==> src/rtl/cpu_pkg.sv <==
// Shared CPU definitions: fetch-stage FSM states, opcode constants and datapath widths.
package cpu_pkg;

  localparam int unsigned XLEN = 32;
  localparam logic [XLEN-1:0] PC_STEP = 32'd4;

  localparam logic [5:0] OP_ADD  = 6'b000000;
  localparam logic [5:0] OP_BEQ  = 6'b110000;
  localparam logic [5:0] OP_HALT = 6'b111111;

  typedef enum logic [1:0] {
    S_RESET,
    S_FETCH,
    S_EXEC,
    S_HALT
  } ifu_state_e;

endpackage

==> src/rtl/pc_next_calc.sv <==
// Next-PC adder: sequential step, plus the sign-extended word offset when a branch is taken.
module pc_next_calc
  import cpu_pkg::*;
(
  input  logic [XLEN-1:0] pc_i,
  input  logic [15:0]     imm16_i,
  input  logic            pc_src_i,
  output logic [XLEN-1:0] pc_next_o
);

  logic [XLEN-1:0] offset;

  // Branch offset is a word count, so shift left by two before adding.
  always_comb begin
    offset    = pc_src_i ? {{14{imm16_i[15]}}, imm16_i, 2'b00} : '0;
    pc_next_o = pc_i + PC_STEP + offset;
  end

endmodule

==> src/rtl/instr_fetch.sv <==
// Instruction fetch stage: owns the PC, reads instruction memory, holds the IR and
// applies the control unit's advance/branch/halt decision.
// Optional feature: define IFU_RETIRE_CNT_EN to build the retired-instruction counter;
// otherwise retire_cnt is tied to zero.
module instr_fetch
  import cpu_pkg::*;
#(
  parameter logic [31:0] RESET_PC = 32'h0000_0000
) (
  input  logic        CLK,
  input  logic        RST,
  output logic        imem_en,
  output logic [31:0] imem_addr,
  input  logic [31:0] imem_rdata,
  input  logic        PCWre,
  input  logic        PCSrc,
  input  logic        stall,
  output logic        ir_valid,
  output logic [5:0]  opcode,
  output logic [4:0]  rs,
  output logic [4:0]  rt,
  output logic [4:0]  rd,
  output logic [15:0] imm16,
  output logic [31:0] pc,
  output logic        halted,
  output logic [31:0] retire_cnt
);

  ifu_state_e  state_q, state_d;
  logic [31:0] pc_q;
  logic [31:0] ir_q;
  logic [31:0] pc_next;
  logic        advance;

  // An instruction retires when EXEC is left towards FETCH.
  assign advance = (state_q == S_EXEC) && !stall && PCWre;

  pc_next_calc u_pc_next_calc (
    .pc_i      (pc_q),
    .imm16_i   (ir_q[15:0]),
    .pc_src_i  (PCSrc),
    .pc_next_o (pc_next)
  );

  // State register.
  always_ff @(posedge CLK or negedge RST) begin
    if (!RST) begin
      state_q <= S_RESET;
    end else begin
      state_q <= state_d;
    end
  end

  // Next-state logic; stall has priority over the PCWre decision in EXEC.
  always_comb begin
    state_d = state_q;
    unique case (state_q)
      S_RESET: state_d = S_FETCH;
      S_FETCH: state_d = S_EXEC;
      S_EXEC: begin
        if (stall) begin
          state_d = S_EXEC;
        end else if (!PCWre) begin
          state_d = S_HALT;
        end else begin
          state_d = S_FETCH;
        end
      end
      S_HALT:  state_d = S_HALT;
      default: state_d = S_RESET;
    endcase
  end

  // State-decoded outputs.
  always_comb begin
    imem_en  = 1'b0;
    ir_valid = 1'b0;
    halted   = 1'b0;
    unique case (state_q)
      S_FETCH: imem_en  = 1'b1;
      S_EXEC:  ir_valid = 1'b1;
      S_HALT:  halted   = 1'b1;
      default: ;
    endcase
  end

  // PC and IR; the IR captures the memory word on the edge leaving FETCH.
  always_ff @(posedge CLK or negedge RST) begin
    if (!RST) begin
      pc_q <= RESET_PC;
      ir_q <= '0;
    end else begin
      if (advance) begin
        pc_q <= pc_next;
      end
      if (state_q == S_FETCH) begin
        ir_q <= imem_rdata;
      end
    end
  end

`ifdef IFU_RETIRE_CNT_EN
  logic [31:0] retire_cnt_q;

  // Retired-instruction counter, wraps silently.
  always_ff @(posedge CLK or negedge RST) begin
    if (!RST) begin
      retire_cnt_q <= '0;
    end else if (advance) begin
      retire_cnt_q <= retire_cnt_q + 32'd1;
    end
  end

  assign retire_cnt = retire_cnt_q;
`else
  assign retire_cnt = '0;
`endif

  assign imem_addr = pc_q;
  assign pc        = pc_q;
  assign opcode    = ir_q[31:26];
  assign rs        = ir_q[25:21];
  assign rt        = ir_q[20:16];
  assign rd        = ir_q[15:11];
  assign imm16     = ir_q[15:0];

endmodule

==> config.mk <==
export PLATFORM = sky130hd
export DESIGN_NAME = instr_fetch
export DESIGN_NICKNAME = d
export VERILOG_FILES = /design/src/rtl/cpu_pkg.sv /design/src/rtl/pc_next_calc.sv /design/src/rtl/instr_fetch.sv
export SDC_FILE = /design/constraint.sdc
export NUM_CORES = 1
export LEC_CHECK = 0
export ABC_CLOCK_PERIOD_IN_PS = 5600
export BUFFER_PORTS_ARGS = -buffer_cell sky130_fd_sc_hd__buf_2
export CAP_MARGIN = 20
export CORE_MARGIN = 2
export CORE_UTILIZATION = 55
export DETAILED_ROUTE_END_ITERATION = 10
export PLACE_DENSITY = 0.95
export REMOVE_ABC_BUFFERS = 1
export SLEW_MARGIN = 20
export SYNTH_ARGS = -nofsm -noshare
export SYNTH_HDL_FRONTEND = slang
export SYNTH_SLANG_ARGS = --single-unit
==> constraint.sdc <==
create_clock -name CLK -period 5.6 [get_ports CLK]
set_clock_uncertainty 0.2 [all_clocks]
set_input_delay 0.84 -clock CLK [delete_from_list [all_inputs] [get_ports CLK]]
set_output_delay 0.84 -clock CLK [all_outputs]
set_load 0.005 [all_outputs]
After elaboration in Yosys (flattened, before gate mapping) --
Cells that the tools add are included.
Word-level totals: bits in registers 66, latch bits 0, RAM bits 0, ROM bits 0, bits of input ports 37, output and inout port bits 136, word-level logic and storage cells 19, memories 0
Cells by class: $add $sub $neg 2, multiply operators 0, div/mod/pow operators 0, order comparisons 0, equal/unequal tests 3, shifts and indexed selects 0, muxes and demuxes 7, bitwise logic cells 0, reduce and logical (&&, ||, !) cells 4
Operators by type and width (number):
- $add 32x3->32 const B | 1
- $add 32x32->32 | 1
- $mux 32 | 1
- $pmux 2 s4 | 1
- $eq 2x2->1 const B | 2
- $mux 2 | 2
- $mux 1 | 3
- $eq 2x1->1 const B | 1
- $logic_and 1x1->1 | 2
- $logic_not 2->1 | 1
- $logic_not 1->1 | 1

Longest topological paths before layout --
depth after elaboration 3, gate-level depth with buffers 15

Modules after synthesis --
Synthesis repeated with hierarchy kept, for this count alone.
Second synthesis, totals: cell total of the unflattened synthesis 480, area total of the unflattened synthesis 5151.2 um2
Modules (own cells, without submodules):
- instr_fetch | instances 1, cells an instance 215, area an instance 3154.3 um2
- pc_next_calc | instances 1, cells an instance 265, area an instance 1996.9 um2

Worst setup path before layout --
No wires, ideal clock.
kind input -> register, from input PCSrc, to register pc_q[29] (netlist: imem_addr[29]), setup time 0.123 ns, data arrival time 3.803 ns, data required time 5.277 ns, setup slack 1.474 ns, stages on the path 14, cell sequence clkbuf_1 > clkbuf_1 > and2_1 > ha_1 > ha_1 > fa_1 > a21oi_1 > o211ai_2 > a31oi_1 > a31oi_1 > a221o_1 > a41oi_1 > xor2_1 > o21ai_1
On the way: longest elaborated chain between the ends 2
RTL lines:
- start, declared | RTL line instr_fetch.sv:16 | input logic PCSrc,
- $mux 32 | RTL line pc_next_calc.sv:15 | offset = pc_src_i ? {{14{imm16_i[15]}}, imm16_i, 2'b00} : '0;
- $add 32x32->32 | RTL line pc_next_calc.sv:16 | pc_next_o = pc_i + PC_STEP + offset;
- end signal, assigned | RTL line instr_fetch.sv:94 | pc_q <= pc_next;
- end, declared | RTL line instr_fetch.sv:30 | logic [31:0] pc_q;
No other way between the ends. A chain may end at the register's enable or synchronous reset.

Worst setup path in the final report --
from input PCSrc, to register pc_q[31] (netlist: imem_addr[31])
The elaborated chain is that of the path after synthesis.

==> impl_metrics.tcl <==
set metrics [dict create \
    status "finished, final reports clean" \
    synthSimpleGateAreaFrac_pct 13.10 \
    synth.largest_area_cell "dfrtp_1" \
    path_buf_inv 1 \
    fin_tns_setup_ns 0 \
    synth_flop_cell "dfrtp_1" \
    netlist_instances 521 \
    wl_mm 11.26 \
    post-route-period-util_pct 77.40 \
    ys_warn_count 0 \
    cts_max_level 3 \
    cts_tree "built" \
    initial_core_util_pct 56.66 \
    path_clk_slew_ns 0.08 \
    via_count 4026 \
    synthMuxAreaShare_pct 7.532 \
    postCtsSetupBuffers 0 \
    dp.cells 707 \
    maxSlewHeadroom_pct 38.70 \
    required_ns 5.64 \
    cts_buffers 9 \
    gp_congestion 0.8512 \
    critPathLaunchType "input pin" \
    synthToLayoutAreaGrowth_pct 11.35 \
    clock_sinks 64 \
    grtUsageMet2_pct 40.97 \
    max_stage_delay_ns 0.66 \
    dp_hpwl_mm 8.216 \
    path_class "in2reg" \
    ir_drop_mv 0.2515 \
    crit_fanout 29 \
    first_pass_iters 4 \
    hold_violations 0 \
    synth_top_family_by_area "compound AO/OA/AOI/OAI gates" \
    cts_resized 0 \
    critPathTopFamily "compound AO/OA/AOI/OAI gates" \
    worstHoldPathType "reg2reg" \
    rows 34 \
    fin_nets 691 \
    crit_path_top_delay_cell "nand2_1" \
    die-area_mm2 0.009713 \
    antenna_found_initial 0 \
    synth_area_per_cell_um2 9.438 \
    io_buffers 136 \
    die_w_um 98.56 \
    end_kind "flip-flop" \
    synth_fa_ha_area_share_pct 11.35 \
    use_met3_pct 4.965 \
    cp_cell_sequence "buf_2 > nand2_1 > xnor2_1 > ha_1 > a21o_1 > a21oi_1 > o21ai_0 > a21o_1 > a211oi_1 > a21oi_1 > or3_1 > xor2_1" \
    insertion_delay_ns 0.36 \
    ys_seq_area_share_pct 32.57 \
    worstMarginPinSlew_ns 0.9175 \
    cts_root_buffer "clkbuf_8" \
    synth-edff-count 0 \
    holdBufCountCts 0 \
    netlist_area_mm2 0.004917 \
    post_drt_wl_per_cell_um 15.58 \
    globalRouteOverflowTotal 0 \
    synthXorXnorAreaFrac_pct 6.768 \
    drt_iter0_markers 147 \
    ant_nets 0 \
    finalSetupViolCount 0 \
    place_area_mm2 0.005255 \
    fillers 711 \
    grt_pass1_vias 3994 \
    power_w 0.002003 \
    finalNonFillerCells 723 \
    synth.top_cell.area_share_pct 32.57 \
    grt_pass1_wl_mm 18.28 \
    layout_min_cycle_time_ns 4.334 \
    synth_compound_area_share_pct 15.14 \
    synth.distinct_cells 55 \
    max-clock-path-buffers 2 \
    report.final.slew_viol_count 0 \
    grt_most_used_layer "met2" \
    io_pins 173 \
    use_met1_pct 27.58 \
    die_y_um 98.56 \
    drive_gt1_share_pct 31.38 \
    track_usage_pct 23.01 \
    n_antenna_cell 0 \
    async_flop_share_pct 100.0 \
    grt_max_degree 65 \
    ys_top_cells_by_area "dfrtp_1 (33%), buf_4 (11%), ha_1 (11%)" \
    max_cap_viol_count 0 \
    viasPerCell 5.568 \
    hold_slack_ns 0.3061 \
    arrival_ns 4.37 \
    synth-seq-cells 64 \
    fin_area_mm2 0.005475 \
    post-route-drc-count 0 \
    p_leak_nw 2.941 \
    rsz0062_at_grt "false" \
    core_area_mm2 0.008678 \
    powerDensity_mw_per_mm2 365.9 \
    max_freq_mhz 230.7 \
]
[layout make-up]
type | instances | area (um2) | share of cell area [%]
multi-input cells | 390 | 2793 | 51.01
flip-flops and latches | 64 | 1602 | 29.25
repair buffers | 139 | 703.2 | 12.84
well taps | 108 | 135.1 | 2.468
clock buffers | 10 | 127.6 | 2.331
clock inverters | 6 | 92.59 | 1.691
inverters | 6 | 22.52 | 0.4113
[final timing paths]
check	start	end	slack (ns)	cells after the start
worst max-delay path	PCSrc	imem_addr[31]	1.27	12
worst min-delay path	ir_q[20]	ir_q[20]	0.31	1
worst max register to register	ir_q[15]	imem_addr[31]	1.48	11
worst min register to register	ir_q[20]	ir_q[20]	0.31	1
max in group asynchronous	RST	ir_q[15]	4.20	2
min in group asynchronous	RST	ir_q[29]	0.45	2
[cells by family (layout without fill, tap and decap cells)]
logic type	Yosys count	after routing
AOI/OAI and AO/OA	117	117
adders and majority gates	44	44
other	1	36
buffers and inverters	102	161
DFF	64	64
muxes	33	33
and+or+nand+nor	122	122
xor gates and xnor gates	38	38
[cells in the mapped netlist, types with 3 or more instances]
library cell	number
a211oi_1	3
a21o_1	18
a21oi_1	31
a31oi_1	6
and2_1	18
and3_1	18
buf_1	3
buf_2	7
buf_4	72
clkbuf_1	14
dfrtp_1	64
ha_1	43
inv_1	6
mux2_2	32
nand2_1	45
nand3_1	5
nand4_1	4
nor2_1	11
nor2b_1	4
o21a_1	4
o21ai_0	27
o21ai_1	8
or3_1	3
xnor2_1	24
xor2_1	14
[worst reg2reg max path, delay by kind of cell (launching register included)]
family	cells	cell delay, ns
compound gates	6	1.18
simple gates	2	1.04
flops	1	0.68
xor+xnor	2	0.47
fa+ha+maj	1	0.43
[layout by cell type (no fill, tap or decap), types with 2 or more instances in the layout]
master,Yosys,routed
a21o_1,18,18
nand4_1,4,4
nand2_1,45,45
nor2b_1,4,3
a211oi_1,3,3
nand3_1,5,5
o21ai_0,27,27
xor2_1,14,14
buf_2,7,136
buf_4,72,3
a41oi_1,2,2
a21oi_1,31,31
o2111ai_1,2,2
inv_1,6,6
o21a_1,4,4
and2_1,18,18
a31oi_1,6,6
mux2_2,32,32
conb_1,1,36
nand2b_1,2,2
or3_1,3,3
clkbuf_8,0,9
a221o_1,2,2
xnor2_1,24,24
dfrtp_1,64,64
o21ai_1,8,8
nor2_1,11,11
nand3b_1,2,2
bufinv_16,0,2
ha_1,43,43
and3_1,18,18
o21bai_1,2,2
clkinvlp_4,0,2
o31a_1,2,2
[per-stage QoR]
| stage | utilization [%] | worst slack [ns] |
|---|---|---|
| detailed placement | 60.55 | 1.047 |
| CTS | 63.09 | 1.387 |
| finish | 63.09 | 1.266 |
| global placement | 60.55 | 1.172 |
| floorplan | - | 1.810 |
| global route | 63.09 | 1.089 |
[state kept, by name, indices dropped and copies added, names as in the netlist]
signal	count
state_q	2
ir_q	32
imem_addr	30
[where the power goes]
part | internal, W | switching [W] | leakage [nW]
Clock | 0.000253 | 0.000201 | 0.103
Sequential | 0.000576 | 0.000117 | 0.789
Combinational | 0.000406 | 0.000449 | 2.05
Total | 0.00124 | 0.000768 | 2.94
[metal layers]
layer / part of all wire (%) / routed length, um
met1: 41 / 4562
met2: 52 / 5842
met3: 5.7 / 646
met4: 1.9 / 210
met5: 0 / 0
Note: power is estimated with default switching activity, not from simulation.
